## src/rtl/seq_divider_if.sv

```systemverilog
// seq_divider_if: start/busy/done handshake bundle for the MIPS divider.
// master = control unit side, slave = divider side.
interface seq_divider_if #(
  parameter int WIDTH = 32
);
  logic             start;
  logic [WIDTH-1:0] dividend;
  logic [WIDTH-1:0] divisor;
`ifdef SEQ_DIVIDER_UNSIGNED_EN
  logic             is_unsigned;
`endif
  logic             busy;
  logic             done;
  logic             div_zero;
  logic [WIDTH-1:0] hi;
  logic [WIDTH-1:0] lo;

`ifdef SEQ_DIVIDER_UNSIGNED_EN
  modport master (
    output start, dividend, divisor, is_unsigned,
    input  busy, done, div_zero, hi, lo
  );
  modport slave (
    input  start, dividend, divisor, is_unsigned,
    output busy, done, div_zero, hi, lo
  );
`else
  modport master (
    output start, dividend, divisor,
    input  busy, done, div_zero, hi, lo
  );
  modport slave (
    input  start, dividend, divisor,
    output busy, done, div_zero, hi, lo
  );
`endif
endinterface

```

## src/rtl/seq_divider.sv

```systemverilog
// seq_divider: restoring signed divider, one quotient bit per cycle.
// Ports: clk, reset (async low), bus (slave: start, dividend, divisor,
// [is_unsigned when SEQ_DIVIDER_UNSIGNED_EN], busy, done, div_zero, hi, lo).
module seq_divider #(
  parameter int WIDTH = 32
) (
  input logic        clk,
  input logic        reset,
  seq_divider_if.slave bus
);
  localparam int CW = $clog2(WIDTH + 1);

  typedef enum logic [2:0] {
    IDLE,
    PREP,
    ITER,
    FIX,
    DONE
  } state_t;

  state_t           state;
  logic [CW-1:0]    cnt;
  logic [WIDTH-1:0] opA;
  logic [WIDTH-1:0] opB;
  logic [WIDTH-1:0] mag;
  logic [WIDTH-1:0] rem;
  logic [WIDTH-1:0] quo;
  logic [WIDTH-1:0] hiR;
  logic [WIDTH-1:0] loR;
  logic             signA;
  logic             signB;
  logic             uns;
  logic             zeroPend;
  logic             busyR;
  logic             doneR;
  logic             zeroR;
  logic [WIDTH:0]   shifted;
  logic [WIDTH:0]   trial;

  assign bus.busy     = busyR;
  assign bus.done     = doneR;
  assign bus.div_zero = zeroR;
  assign bus.hi       = hiR;
  assign bus.lo       = loR;

  // Extra top bit makes the trial subtract's sign the borrow.
  always_comb begin
    shifted = {rem, quo[WIDTH-1]};
    trial   = shifted - {1'b0, mag};
  end

  always_ff @(posedge clk or negedge reset) begin
    if (!reset) begin
      state    <= IDLE;
      cnt      <= '0;
      opA      <= '0;
      opB      <= '0;
      mag      <= '0;
      rem      <= '0;
      quo      <= '0;
      hiR      <= '0;
      loR      <= '0;
      signA    <= 1'b0;
      signB    <= 1'b0;
      uns      <= 1'b0;
      zeroPend <= 1'b0;
      busyR    <= 1'b0;
      doneR    <= 1'b0;
      zeroR    <= 1'b0;
    end else begin
      doneR <= 1'b0;
      zeroR <= 1'b0;
      unique case (state)
        IDLE: begin
          if (bus.start) begin
            opA      <= bus.dividend;
            opB      <= bus.divisor;
            signA    <= bus.dividend[WIDTH-1];
            signB    <= bus.divisor[WIDTH-1];
`ifdef SEQ_DIVIDER_UNSIGNED_EN
            uns      <= bus.is_unsigned;
`else
            uns      <= 1'b0;
`endif
            zeroPend <= 1'b0;
            busyR    <= 1'b1;
            state    <= PREP;
          end
        end
        PREP: begin
          if (opB == '0) begin
            // Zero divisor takes the FIX step too, leaving hi/lo alone,
            // so done/div_zero are issued by the same FIX->DONE edge.
            zeroPend <= 1'b1;
            state    <= FIX;
          end else begin
            quo   <= (signA && !uns) ? -opA : opA;
            mag   <= (signB && !uns) ? -opB : opB;
            rem   <= '0;
            cnt   <= CW'(WIDTH);
            state <= ITER;
          end
        end
        ITER: begin
          if (!trial[WIDTH]) begin
            rem <= trial[WIDTH-1:0];
            quo <= {quo[WIDTH-2:0], 1'b1};
          end else begin
            rem <= shifted[WIDTH-1:0];
            quo <= {quo[WIDTH-2:0], 1'b0};
          end
          cnt <= cnt - CW'(1);
          if (cnt == CW'(1)) begin
            state <= FIX;
          end
        end
        FIX: begin
          if (!zeroPend) begin
            loR <= ((signA ^ signB) && !uns) ? -quo : quo;
            hiR <= (signA && !uns) ? -rem : rem;
          end
          busyR <= 1'b0;
          doneR <= 1'b1;
          zeroR <= zeroPend;
          state <= DONE;
        end
        DONE: begin
          state <= IDLE;
        end
        default: begin
          state <= IDLE;
        end
      endcase
    end
  end
endmodule

```

## src/flat_wrapper.sv

```systemverilog
// flat-port wrapper written by rule: the top's interface ports become plain ports
module seq_divider_flat 
#(
  parameter int WIDTH = 32
)
  (clk, reset, bus_start, bus_dividend, bus_divisor, bus_busy, bus_done, bus_div_zero, bus_hi, bus_lo);
  seq_divider_if #(.WIDTH(WIDTH)) bus_i ();
  input logic clk;
  input logic reset;
  input wire logic [$bits(bus_i.start)-1:0] bus_start;
  input wire logic [$bits(bus_i.dividend)-1:0] bus_dividend;
  input wire logic [$bits(bus_i.divisor)-1:0] bus_divisor;
  output wire logic [$bits(bus_i.busy)-1:0] bus_busy;
  output wire logic [$bits(bus_i.done)-1:0] bus_done;
  output wire logic [$bits(bus_i.div_zero)-1:0] bus_div_zero;
  output wire logic [$bits(bus_i.hi)-1:0] bus_hi;
  output wire logic [$bits(bus_i.lo)-1:0] bus_lo;
  assign bus_i.start = bus_start;
  assign bus_i.dividend = bus_dividend;
  assign bus_i.divisor = bus_divisor;
  assign bus_busy = bus_i.busy;
  assign bus_done = bus_i.done;
  assign bus_div_zero = bus_i.div_zero;
  assign bus_hi = bus_i.hi;
  assign bus_lo = bus_i.lo;
  seq_divider #(.WIDTH(WIDTH)) u_core (.clk(clk), .reset(reset), .bus(bus_i));
endmodule
```

## config.mk

```make
export PLATFORM = sky130hd
export DESIGN_NAME = seq_divider_flat
export DESIGN_NICKNAME = d
export VERILOG_FILES = /design/src/rtl/seq_divider_if.sv /design/src/rtl/seq_divider.sv /design/src/flat_wrapper.sv
export SDC_FILE = /design/constraint.sdc
export NUM_CORES = 1
export LEC_CHECK = 0
export ABC_AREA = 1
export CELL_PAD_IN_SITES_DETAIL_PLACEMENT = 0
export CELL_PAD_IN_SITES_GLOBAL_PLACEMENT = 1
export CORE_UTILIZATION = 38
export DETAILED_ROUTE_END_ITERATION = 12
export PLACE_DENSITY = 0.84
export RECOVER_POWER = 25
export SLEW_MARGIN = 20
export SYNTH_ARGS = -nofsm -noshare
export SYNTH_HDL_FRONTEND = slang
export SYNTH_SLANG_ARGS = --single-unit
```

## constraint.sdc

```tcl
create_clock -name clk -period 2.2 [get_ports clk]
set_input_delay 0.55 -clock clk [delete_from_list [all_inputs] [get_ports clk]]
set_output_delay 0.55 -clock clk [all_outputs]
set_load 0.02 [all_outputs]
```

=== Yosys cells after proc, flatten, opt, wreduce, memory -nomap -nowiden ===
Index checks and enable logic that the tools add are counted.

* Output and inout bits: 67
* Logic and storage cells: 67
* Input port bits: 67
* Register bits after elaboration: 239

* Bitwise operators: 3
* Eq/ne operators: 8
* Muxes and demuxes: 23
* Reductions and logical operators: 12
* Add/subtract/negate cells: 6

{| class="wikitable"
|+ Operators by type and width
! cell !! number
|-
| $mux 32 || 7
|-
| $neg 32->32 || 4
|-
| $pmux 32 s2 || 2
|-
| $sub 33x32->33 || 1
|-
| $logic_not 32->1 || 1
|-
| $pmux 3 s4 || 1
|-
| $pmux 6 s2 || 1
|-
| $reduce_and 2->1 || 6
|-
| $mux 1 || 7
|-
| $eq 3x2->1 const B || 2
|-
| $eq 6x1->1 const B || 1
|-
| $mux 3 || 2
|-
| $mux 6 || 1
|-
| $reduce_bool 2->1 || 3
|-
| $sub 6x1->6 const B || 1
|-
| $ne 2x1->1 const B || 2
|-
| $ne 2x2->1 const B || 2
|-
| $pmux 1 s2 || 2
|-
| $eq 3x1->1 const B || 1
|-
| $logic_not 3->1 || 1
|-
| $reduce_and 3->1 || 1
|-
| $not 1->1 || 2
|-
| $xor 1x1->1 || 1
|}

=== Depth between registers and ports, before layout ===
* Depth after elaboration: 4
* Gate-level depth with buffers: 18
* Gate-level depth less buffers: 17

=== Worst setup path after synthesis ===
Ideal clock, no wire load.

* Path kind: reg-to-reg
* From: register u_core.quo[31]
* To: register u_core.rem[2]
* Buffers on the path: 1
* Period minus slack after synthesis: 2.210 ns
* Arrival: 2.092 ns
* Setup slack: -0.010 ns
* Required time: 2.082 ns
* Setup time: 0.118 ns
* Stages on the path, launching flop included: 19
* Cells stage by stage: dfrtp_1 > inv_1 > ha_1 > fa_1 > inv_1 > nand2_1 > nand2_1 > nand3_1 > nand2_2 > nand2_2 > nand2_2 > nand2_4 > nand2_4 > nand2_4 > nand2_2 > buf_6 > nand2_1 > nand3_1 > nand2_1

* Word-level cells in the longest chain between the ends: 3

{| class="wikitable"
|+ Ends and longest elaborated chain
! element !! line !! RTL
|-
| start, declared || seq_divider.sv:27 || <nowiki>logic [WIDTH-1:0] quo;</nowiki>
|-
| start signal, assigned || seq_divider.sv:97 || <nowiki>quo <= (signA && !uns) ? -opA : opA;</nowiki>
|-
| start signal, assigned || seq_divider.sv:107 || <nowiki>quo <= {quo[WIDTH-2:0], 1'b1};</nowiki>
|-
| start signal, assigned || seq_divider.sv:110 || <nowiki>quo <= {quo[WIDTH-2:0], 1'b0};</nowiki>
|-
| $sub 33x32->33 || seq_divider.sv:49 || <nowiki>trial = shifted - {1'b0, mag};</nowiki>
|-
| $mux 32 || seq_divider.sv:105 || <nowiki>if (!trial[WIDTH]) begin</nowiki>
|-
| $pmux 32 s2 || seq_divider.sv:73 || <nowiki>unique case (state)</nowiki>
|-
| end signal, assigned || seq_divider.sv:106 || <nowiki>rem <= trial[WIDTH-1:0];</nowiki>
|-
| end signal, assigned || seq_divider.sv:109 || <nowiki>rem <= shifted[WIDTH-1:0];</nowiki>
|-
| end, declared || seq_divider.sv:26 || <nowiki>logic [WIDTH-1:0] rem;</nowiki>
|}

Every way passes these cells.
A chain may end at the register's enable or synchronous reset.

=== Worst setup path after layout ===
* From: register u_core.mag[0]
* To: register u_core.rem[2]

* Word-level cells in the longest chain between the ends: 3

{| class="wikitable"
|+ Ends and longest elaborated chain
! element !! line !! RTL
|-
| start, declared || seq_divider.sv:25 || <nowiki>logic [WIDTH-1:0] mag;</nowiki>
|-
| start signal, assigned || seq_divider.sv:98 || <nowiki>mag <= (signB && !uns) ? -opB : opB;</nowiki>
|-
| $sub 33x32->33 || seq_divider.sv:49 ||
|-
| $mux 32 || seq_divider.sv:105 ||
|-
| $pmux 32 s2 || seq_divider.sv:73 ||
|}

Every way passes these cells.

==> metrics <==
drt drc=0; Crit Path Class=reg2reg; total detailed-routing wirelength=50.6 mm; largest net degree at the start of global routing=65; die height=roughly 200 um; Worst Path Required=2650 ps; Synth Warn #=0; CP Buf/Inv Count=2; CP max stage delay=roughly 410 ps; core area=around 40000 um^2; CTS tree=built; Antenna Cells=0; Antenna Nets Post-Route=0; first-pass GRT wire length=79.7 mm; Avg Cell Area, Syn=6.86 um^2; die width=204 um; Switching Fraction=49.2%; CTS H-tree depth=1; CP Cell Sequence=ha_4, fa_2, inv_2, nand2_2, nand2_2, nand3_2, nand2_2, nand2_2, nand2_2, nand2_4, nand2_8, nand2_8, nand2_8, buf_6, nand2_1, nand3_1, nand2_1; internal power=18.9 mW; Mapped Area=15500 um^2; Pleak=10.1 nW; Core Rows=73; post-synthesis cell count=2255; Final Hold Fails=0; vias in the first global route=14650; gpl congestion=0.940; Synth area leaders=dfrtp_1, nand2_1, nand3_1; clock share of power=around an eighth; most common cell after layout, fill and taps aside=nand2_1; die area=41500 um^2; CTS clk-pin slew, worst paths=60 ps; worst skew pair latency=580 ps; Worst EP arrival=between 2000 and 3000 ps; post-DP HPWL=39.7 mm; Max Cap Violations=1; PortBufs=133; post-synthesis sequential area ratio=38.3%; failing checks=max-capacitance violations, max-slew violations, negative setup slack; most used cell, CP=nand2_2; Avg WL per Cell=16.6 um; sequential power share=between 20% and 30%; Comb power frac=65.3%; final total power=37.1 mW; TritonCTS Buffers=28; period utilization=104%; min cycle time layout=2300 ps; RSZ-0062 raised after global routing=true; Startpoint Class=register; Final nets=roughly 2600; met3 Use GR=2.97%; Main synth FF type=dfrtp_1; Place WS=-143 ps; net switching power of the design=approximately 18 mW; deepest clock path buffer count=3; CP delay by family, top=simple AND/OR/NAND/NOR gates; Post-synth EDFFs=0; status=finished, violations left; Yosys cell types=48; synthesized net count=2361; vias per cell=5.06; initial antenna violation count=1; Worst Skew=approximately 37 ps; Slew Limit Fails=between 50 and 60; Pre-antenna DRT Iters=5; Peak supply drop=0.752 mV; synth-to-layout area growth=29.4%; Hold Crit Class=reg2reg; Top Usage Layer GRT=met2; Synth Register Bits=237; FF-to-FF path depth=17; Placed Instances=roughly 3000; Synth area leader=dfrtp_1; met2 GRT Util=37.5%; WHS Path Cells=2; share of layout cells above drive strength 1=13.9%; Final setup violation count=33; crit path capture type=register; # IOs=134; Initial Util=38.8%; Pwr Density=roughly 1900 nW/um^2; CP Max Fanout=4; Synth top area share=38.3%; grt total ovfl=0; CTS Sinks=around 240; Critical Path Stages=17; worst slew pin tran=1550 ps; slew margin rel.=-3.48%; Worst Setup Slack, final=-97.9 ps; vias after detailed routing=15435; Fmax achieved=435 MHz; asr flop ratio synth=between 90% and 100%; Non-Filler Instances=3053; CP max-delay cell=dfrtp_1; most frequent cells in the layout=nand2_1, inv_1, dfrtp_1; 1st-iter DRT viols=1072; CTS root buf=clkbuf_16; M1 GR Usage=a little over a third; GRT Overall Usage=between 20 and 25%
## cells by family after synthesis
| logic type | after synthesis | share of synthesized area [%] |
|---|---|---|
| AND/OR/NAND/NOR | 1272 | 35.1 |
| buffers and inverters | 373 | 9.58 |
| adder cells (fa/ha/maj) | 39 | 3.20 |
| XOR/XNOR | 68 | 3.85 |
| flip-flops | 237 | 38.3 |
| AO/OA/AOI/OAI | 257 | 9.31 |
| multiplexers | 9 | 0.655 |
## worst paths after layout
check / to / slack, ps / start
max: u_core.rem[2] / -100 / u_core.mag[0]
min: u_core.bus.hi[19] / 480 / u_core.bus.hi[19]
max reg2reg: u_core.rem[2] / -100 / u_core.mag[0]
min reg2reg: u_core.bus.hi[19] / 480 / u_core.bus.hi[19]
max in group asynchronous: u_core.mag[28] / 180 / reset
min in group asynchronous: u_core.rem[7] / 940 / reset
## worst register-to-register path, cell delays in order, from the launching register on
cell,delay (ps)
dfrtp_1,410
ha_4,190
fa_2,390
inv_2,80
nand2_2,40
nand2_2,70
nand3_2,60
nand2_2,80
nand2_2,60
nand2_2,80
nand2_4,90
nand2_8,120
nand2_8,80
nand2_8,110
buf_6,120
nand2_1,50
nand3_1,70
nand2_1,50
## power by group through the flow
stage | Sequential [mW] | Combinational (mW) | Clock (mW)
2_1_floorplan | 8.38 | 13.3 | 0
3_3_place_gp | 8.05 | 21.9 | 0
3_5_place_dp | 8.11 | 22.2 | 0
4_1_cts | 8.06 | 22.5 | 4.81
5_1_grt | 8.37 | 26.8 | 4.96
6_report | 8.16 | 24.2 | 4.71
## timing repair
action / CTS / global route
pin swaps: 0 / 30
buffers inserted: 2 / 7
hold endpoints to repair: 42 / 0
cloned: 0 / 4
hold buffers: 1 / 0
setup endpoints to repair: 52 / 65
resized for setup: 34 / 88
## metrics by stage
step	setup TNS, ps	area [um^2]	utilization [%]	hold WS (ps)
after global placement	-1510	18400	46.2	466
after global routing	-7900	20000	50.2	503
after floorplan	0	15500	-	254
after CTS	-386	19500	48.8	484
final	-2090	20000	50.2	480
after detailed placement	-3430	18400	46.2	469
## flip-flops by register name, summed over array words and instances (netlist names)
signal and count:
u_core.bus.lo 32, u_core.zeroPend 1, u_core.bus.hi 32, u_core.rem 32
u_core.state 3, u_core.opA 32, u_core.bus.busy 1, u_core.bus.div_zero 1
u_core.opB 32, u_core.quo 32, u_core.cnt 6, u_core.bus.done 1
u_core.mag 32
## metal layers
layer | part of all wire, % | vias to the layer above | wire, um
li1 | - | 7719 | -
met1 | 47 | 7162 | 24000
met2 | 44 | 445 | 22300
met3 | 4.7 | 107 | 2380
met4 | 4.0 | 2 | 2000
met5 | 0.018 | - | 9
## synth_stat cells (2+ instances only)
| cell type | number |
|---|---|
| a21o_1 | 2 |
| a21oi_1 | 89 |
| a31oi_1 | 9 |
| and2_1 | 2 |
| and3_1 | 3 |
| buf_1 | 8 |
| buf_2 | 33 |
| buf_4 | 3 |
| buf_6 | 4 |
| clkbuf_1 | 26 |
| dfrtp_1 | 237 |
| ha_1 | 38 |
| inv_1 | 289 |
| inv_2 | 9 |
| mux2_2 | 9 |
| nand2_1 | 707 |
| nand2_2 | 9 |
| nand2_4 | 4 |
| nand3_1 | 229 |
| nand3b_1 | 19 |
| nand4_1 | 29 |
| nor2_1 | 215 |
| nor2_2 | 5 |
| nor3_1 | 29 |
| nor3_2 | 4 |
| nor4_1 | 4 |
| o211ai_1 | 12 |
| o21ai_0 | 105 |
| o21ai_1 | 7 |
| o21ai_2 | 2 |
| o221ai_1 | 15 |
| o22ai_1 | 5 |
| o31ai_1 | 6 |
| or2_2 | 8 |
| xnor2_1 | 12 |
| xor2_1 | 56 |
## layout make-up
cell class | instances | area (um^2)
multi-input combinational | 1646 | 8560
inverter | 299 | 1120
clock inverter | 9 | 126
sequential | 237 | 5930
timing repair buffer | 295 | 2790
fill | 3914 | 19900
clock buffer | 42 | 823
tap | 525 | 657
No activity file was read; power rests on OpenSTA's default activity.
==> patch 1 (config.mk and constraints unchanged) <==
Re-encode `state_t` (5 states) as one-hot, 5 bits wide.
--- a/src/rtl/seq_divider.sv
+++ b/src/rtl/seq_divider.sv
@@ -12,8 +12,8 @@
 
-  typedef enum logic [2:0] {
-    IDLE,
-    PREP,
-    ITER,
-    FIX,
-    DONE
+  typedef enum logic [4:0] {
+    IDLE = 5'b00001,
+    PREP = 5'b00010,
+    ITER = 5'b00100,
+    FIX  = 5'b01000,
+    DONE = 5'b10000
   } state_t;
Check against the original RTL: same outputs for any inputs over 10 cycles, from zero or initial values and one cycle with reset low; not proved beyond that.
==> patch 1 against the original RTL <==
  * The run still ends with capacitance limit, slew limit, setup timing left
  * Worst setup slack gained 0.00084 ns
  * Wire length grew 6.9%
  * Synthesized cell count rose by 3.0%
  * Final area up 2.7%
  * Critical path depth shrank 1
  * Synthesized area up 1.9%
  * Sequential cell count grew 2
  * Critical path type unchanged
  * Largest cell class unchanged
Power is left out: the tool's default activity adds up to more than one toggle a clock period on the data nets, which glitch-free logic cannot reach.
==> patch 1: results (changes against the original RTL) <==
| Metric | Value |
|---|---|
| CP Max Fanout | `7 (+3)` |
| Status | `finished, violations left` |
| Nets | `2696 (+3.2%)` |
| CTS Buf Count | `29 (+3.6%)` |
| Wirelength per Cell | `17.2 µm (+3.8%)` |
| Final Hold Slack | `0.479 ns (-0.000944 ns)` |
| Fin. max-slew vios | `45 (-13%)` |
| Syn_nets | `2428 (+2.8%)` |
| Failing checks | `capacitance limit, slew limit, setup timing` |
| Max-capacitance violation count | `1 (unchanged)` |
| Filler Cells Inserted | `4081 (+4.3%)` |
| Sequential-to-total area share from yosys stat | `37.9% (-0.39 points)` |
| Worst Tran Pin Value | `1.50 ns (-0.0482 ns)` |
| Most frequent cells after synthesis | `nand2_1 (770), inv_1 (301), dfrtp_1 (238), nand3_1 (224), o21ai_0 (183)` |
| First-pass GRT wire length | `83800 µm (+5.2%)` |
| Total global routing track utilization | `25.4% (+1.0 points)` |
| Largest net degree at the start of global routing | `59 (-9.2%)` |
| Gpl congestion | `0.943 (+0.35%)` |
| Initial DRC Count | `1285 (+20%)` |
| Vias in the first global route | `14958 (+2.1%)` |
| Worst Skew | `0.0191 ns (-0.0180 ns)` |
| R2R depth | `16 (-1)` |
| Synth area leaders | `dfrtp_1 (38%), nand2_1 (18%), inv_1 (7.2%)` |
| PnR worst setup slack | `-0.0970 ns (+0.000844 ns)` |
| Yosys cell types | `49 (+2.1%)` |
| Layout cells sized above 1 | `15.6% (+1.7 points)` |
| Hold Startpoint | `u_core.bus.lo[30]$_DFFE_PN0P_` |
| Setup Viol. Count Final | `28 (-15%)` |
patch 1: worst max-delay path by stage:
stage | depth (start not counted) | endpoint | slack [ns]
5_1_grt | 14 | u_core.rem[20]$_DFFE_PN0P_ | -0.19
6_report | 16 | u_core.rem[17]$_DFFE_PN0P_ | -0.1
2_1_floorplan | 18 | u_core.rem[16]$_DFFE_PN0P_ | 0.05
3_3_place_gp | 9 | u_core.mag[11]$_DFFE_PN0P_ | -0.22
3_5_place_dp | 9 | u_core.mag[11]$_DFFE_PN0P_ | -0.17
4_1_cts | 16 | u_core.rem[9]$_DFFE_PN0P_ | -0.05
patch 1: final cells by class:
type / instances / area [µm²] / share of cell area [%]
Inverter: 314 / 1180 / 5.76
Multi-Input combinational cell: 1697 / 8910 / 43.3
Clock inverter: 16 / 161 / 0.785
Tap cell: 532 / 666 / 3.24
Timing Repair Buffer: 309 / 2850 / 13.9
Clock buffer: 38 / 800 / 3.89
Sequential cell: 239 / 5990 / 29.1
patch 1: layer usage:
metal / routed length (µm) / track usage, % / vias up
met5: 0 / 0 / -
met4: 1450 / 5.87 / 0
met3: 3320 / 3.29 / 104
met2: 23500 / 38.6 / 537
met1: 25800 / 37.9 / 7453
li1: - / - / 7892
patch 1: worst max-delay path: cells and delay by family (launching register included):
kind / cells / cell delay [ns]
DFF: 1 / 0.42
and+or+nand+nor: 12 / 1.01
adders and majority gates: 2 / 0.54
buffers and inverters: 2 / 0.25
patch 1: through the flow:
stage	TNS, ns	area, µm²	setup slack [ns]	util, %	std cells
2_1_floorplan	0	15800	0.0472	-	2322
3_3_place_gp	-2.25	18700	-0.218	45.7	3069
3_5_place_dp	-3.20	18700	-0.168	45.7	3069
4_1_cts	-0.742	19900	-0.0485	48.7	3131
5_1_grt	-4.67	20600	-0.186	50.2	3145
6_report	-1.25	20600	-0.0970	50.2	3145
patch 1: repair_timing:
item                       CTS  global route
hold buffers                 1             0
buffers inserted             4            11
hold endpoints to repair    42             0
resized for setup           39           115
pin swaps                   11            32
setup endpoints to repair   39            88
gates cloned                 3             4
patch 1: kinds of logic (layout without fill, tap and decap cells):
group / count (synthesis) / after routing / synth area share, %
simple gates: 1285 / 1289 / 34.8
buf+inv: 390 / 677 / 9.91
compound gates: 288 / 288 / 9.77
flops: 239 / 239 / 37.9
xor+xnor: 81 / 81 / 4.50
fa+ha+maj: 39 / 39 / 3.14
==> patch 2 (config.mk and constraints unchanged) <==
Without the edit above. `WIDTH` is set to 32 in 3 places; all go to 16.
--- a/src/rtl/seq_divider_if.sv
+++ b/src/rtl/seq_divider_if.sv
@@ -3,3 +3,3 @@
 interface seq_divider_if #(
-  parameter int WIDTH = 32
+  parameter int WIDTH = 16
 );
--- a/src/rtl/seq_divider.sv
+++ b/src/rtl/seq_divider.sv
@@ -4,3 +4,3 @@
 module seq_divider #(
-  parameter int WIDTH = 32
+  parameter int WIDTH = 16
 ) (
--- a/src/flat_wrapper.sv
+++ b/src/flat_wrapper.sv
@@ -3,3 +3,3 @@
 #(
-  parameter int WIDTH = 32
+  parameter int WIDTH = 16
 )
Ports: changed (resized bus_dividend, bus_divisor, bus_hi and bus_lo); port bits go from 134 to 70. The function was not compared with the original's and may differ.
==> patch 2 against the original RTL <==
  * Synthesized cell count shrank 55%
  * Synthesized area down 51%
  * Total power decreased by 55%
  * Sequential cell count decreased by 113
  * Wire length shrank 62%
  * Worst setup slack gained 0.23 ns
  * Final area down 54%
  * Largest cell class unchanged
  * Die area decreased by 51%
  * Utilization down 2.7 points
==> patch 2: results (changes against the original RTL) <==
| Metric | Value |
|---|---|
| Synth Area per Inst | `7.41 µm² (+8.0%)` |
| Yosys cell types | `42 (-13%)` |
| CTS Buf Count | `17 (-39%)` |
| Nets | `1165 (-55%)` |
| Placed Cells | `1352 (-55%)` |
| Clk_lat worst skew | `0.42 ns (-0.16 ns)` |
| Final HPWL DP | `14600 µm (-63%)` |
| Syn_nets | `1080 (-54%)` |
| Arrival time at the worst endpoint | `2.37 ns (-0.37 ns)` |
| Worst min path class | `in -> async` |
| Worst slack, placed | `0.0193 ns (+0.162 ns)` |
| Sequential-to-total area share from yosys stat | `41.0% (+2.7 points)` |
| Worst VDD drop | `0.831 mV (+11%)` |
| Crit path max-delay family | `simple AND/OR/NAND/NOR gates` |
| Vias in the first global route | `6257 (-57%)` |
| TritonRoute pass-1 iters | `5 (unchanged)` |
| IO Port Bufs | `69 (-48%)` |
| Largest net degree at the start of global routing | `55 (-15%)` |
| Total global routing track utilization | `20.1% (-4.3 points)` |
| First-pass GRT wire length | `31700 µm (-60%)` |
| Critical path's slowest cell | `dfrtp_1` |
| Worst setup SP type | `flop` |
| Wirelength per Cell | `13.8 µm (-17%)` |
| Layout cells sized above 1 | `8.77% (-5.2 points)` |
| Synth area leaders | `dfrtp_1 (41%), nand2_1 (16%), inv_1 (6.5%)` |
| Sw Share | `47.5% (-1.7 points)` |
| Most frequent cells after synthesis | `nand2_1 (328), inv_1 (131), dfrtp_1 (124), nand3_1 (95), o21ai_0 (62)` |
| LEAKAGE | `0.00462 µW (-54%)` |
| Longest Clk Path Bufs | `2 (-1)` |
| Crit-path max cell delay | `0.39 ns (-0.02 ns)` |
| Worst Skew | `0.00999 ns (-0.0271 ns)` |
| Via count | `6596 (-57%)` |
| H-Tree Level Count | `4 (+3)` |
| Number of synthesized flops with an enable pin | `0 (unchanged)` |
| Worst R2R Start | `u_core.mag[15]$_DFFE_PN0P_` |
| Status | `finished clean` |
| Asr flop ratio synth | `100% (unchanged)` |
| Gpl congestion | `0.884 (-5.9%)` |
| CTS Root Cell | `clkbuf_16` |
| Ys Warns | `0 (unchanged)` |
| Antenna cells | `0 (unchanged)` |
| CP Max Fanout | `8 (+4)` |
| Vias per cell | `4.77 (-5.7%)` |
| Initial DRC Count | `386 (-64%)` |
| Initial antenna violation count | `0 (-1)` |
| Worst Tran Pin Value | `1.37 ns (-0.182 ns)` |
| Worst-path clk slew | `0.05 ns` |
| Placed cell area | `0.00864 mm² (-53%)` |
## patch 2: area by class of cell
cell class              instances  area (µm²)
fillers                      1996       10300
well taps                     265         332
clock inverters                11         144
clock buffers                  19         453
repair buffers                 96         896
flip-flops and latches        124        3100
inverters                     141         532
multi-input cells             727        3800
## patch 2: repair_timing
action / CTS / global route
setup buffers: 0 / 1
setup endpoints to repair: 0 / 17
resized for setup: 0 / 7
## patch 2: cell families (layout without fill, tap and decap cells)
family / count (synthesis) / count (layout) / share of synthesized area, %
and+or+nand+nor: 530 / 530 / 31.0
buffers and inverters: 171 / 267 / 9.37
AOI/OAI and AO/OA: 132 / 132 / 9.93
DFF: 124 / 124 / 41.0
xor gates and xnor gates: 42 / 42 / 4.86
adders and majority gates: 23 / 23 / 3.90
## patch 2: final timing paths
check,slack [ns],depth (start not counted),to
max,0.13,13,u_core.rem[15]$_DFFE_PN0P_
min,0.44,1,u_core.rem[2]$_DFFE_PN0P_
max reg2reg,0.13,13,u_core.rem[15]$_DFFE_PN0P_
min reg2reg,0.48,2,u_core.bus.hi[14]$_DFFE_PN0P_
max in group asynchronous,0.43,2,u_core.quo[6]$_DFFE_PN0P_
min in group clk,0.48,2,u_core.bus.hi[14]$_DFFE_PN0P_
## patch 2: power groups by stage
stage / clock network, µW / registers, µW / logic, µW
2_1_floorplan: 0 / 4280 / 6660
3_3_place_gp: 0 / 4100 / 9370
3_5_place_dp: 0 / 4130 / 9470
4_1_cts: 2890 / 4110 / 9510
5_1_grt: 3000 / 4240 / 11000
6_report: 2850 / 4110 / 9620
## patch 2: per-layer routing
layer	part of all wire, %	track usage [%]	vias to the layer above
li1	-	-	3449
met1	49	28.2	3008
met2	46	31.9	129
met3	3.6	3.82	10
met4	0.96	4.87	0
met5	0	0	-
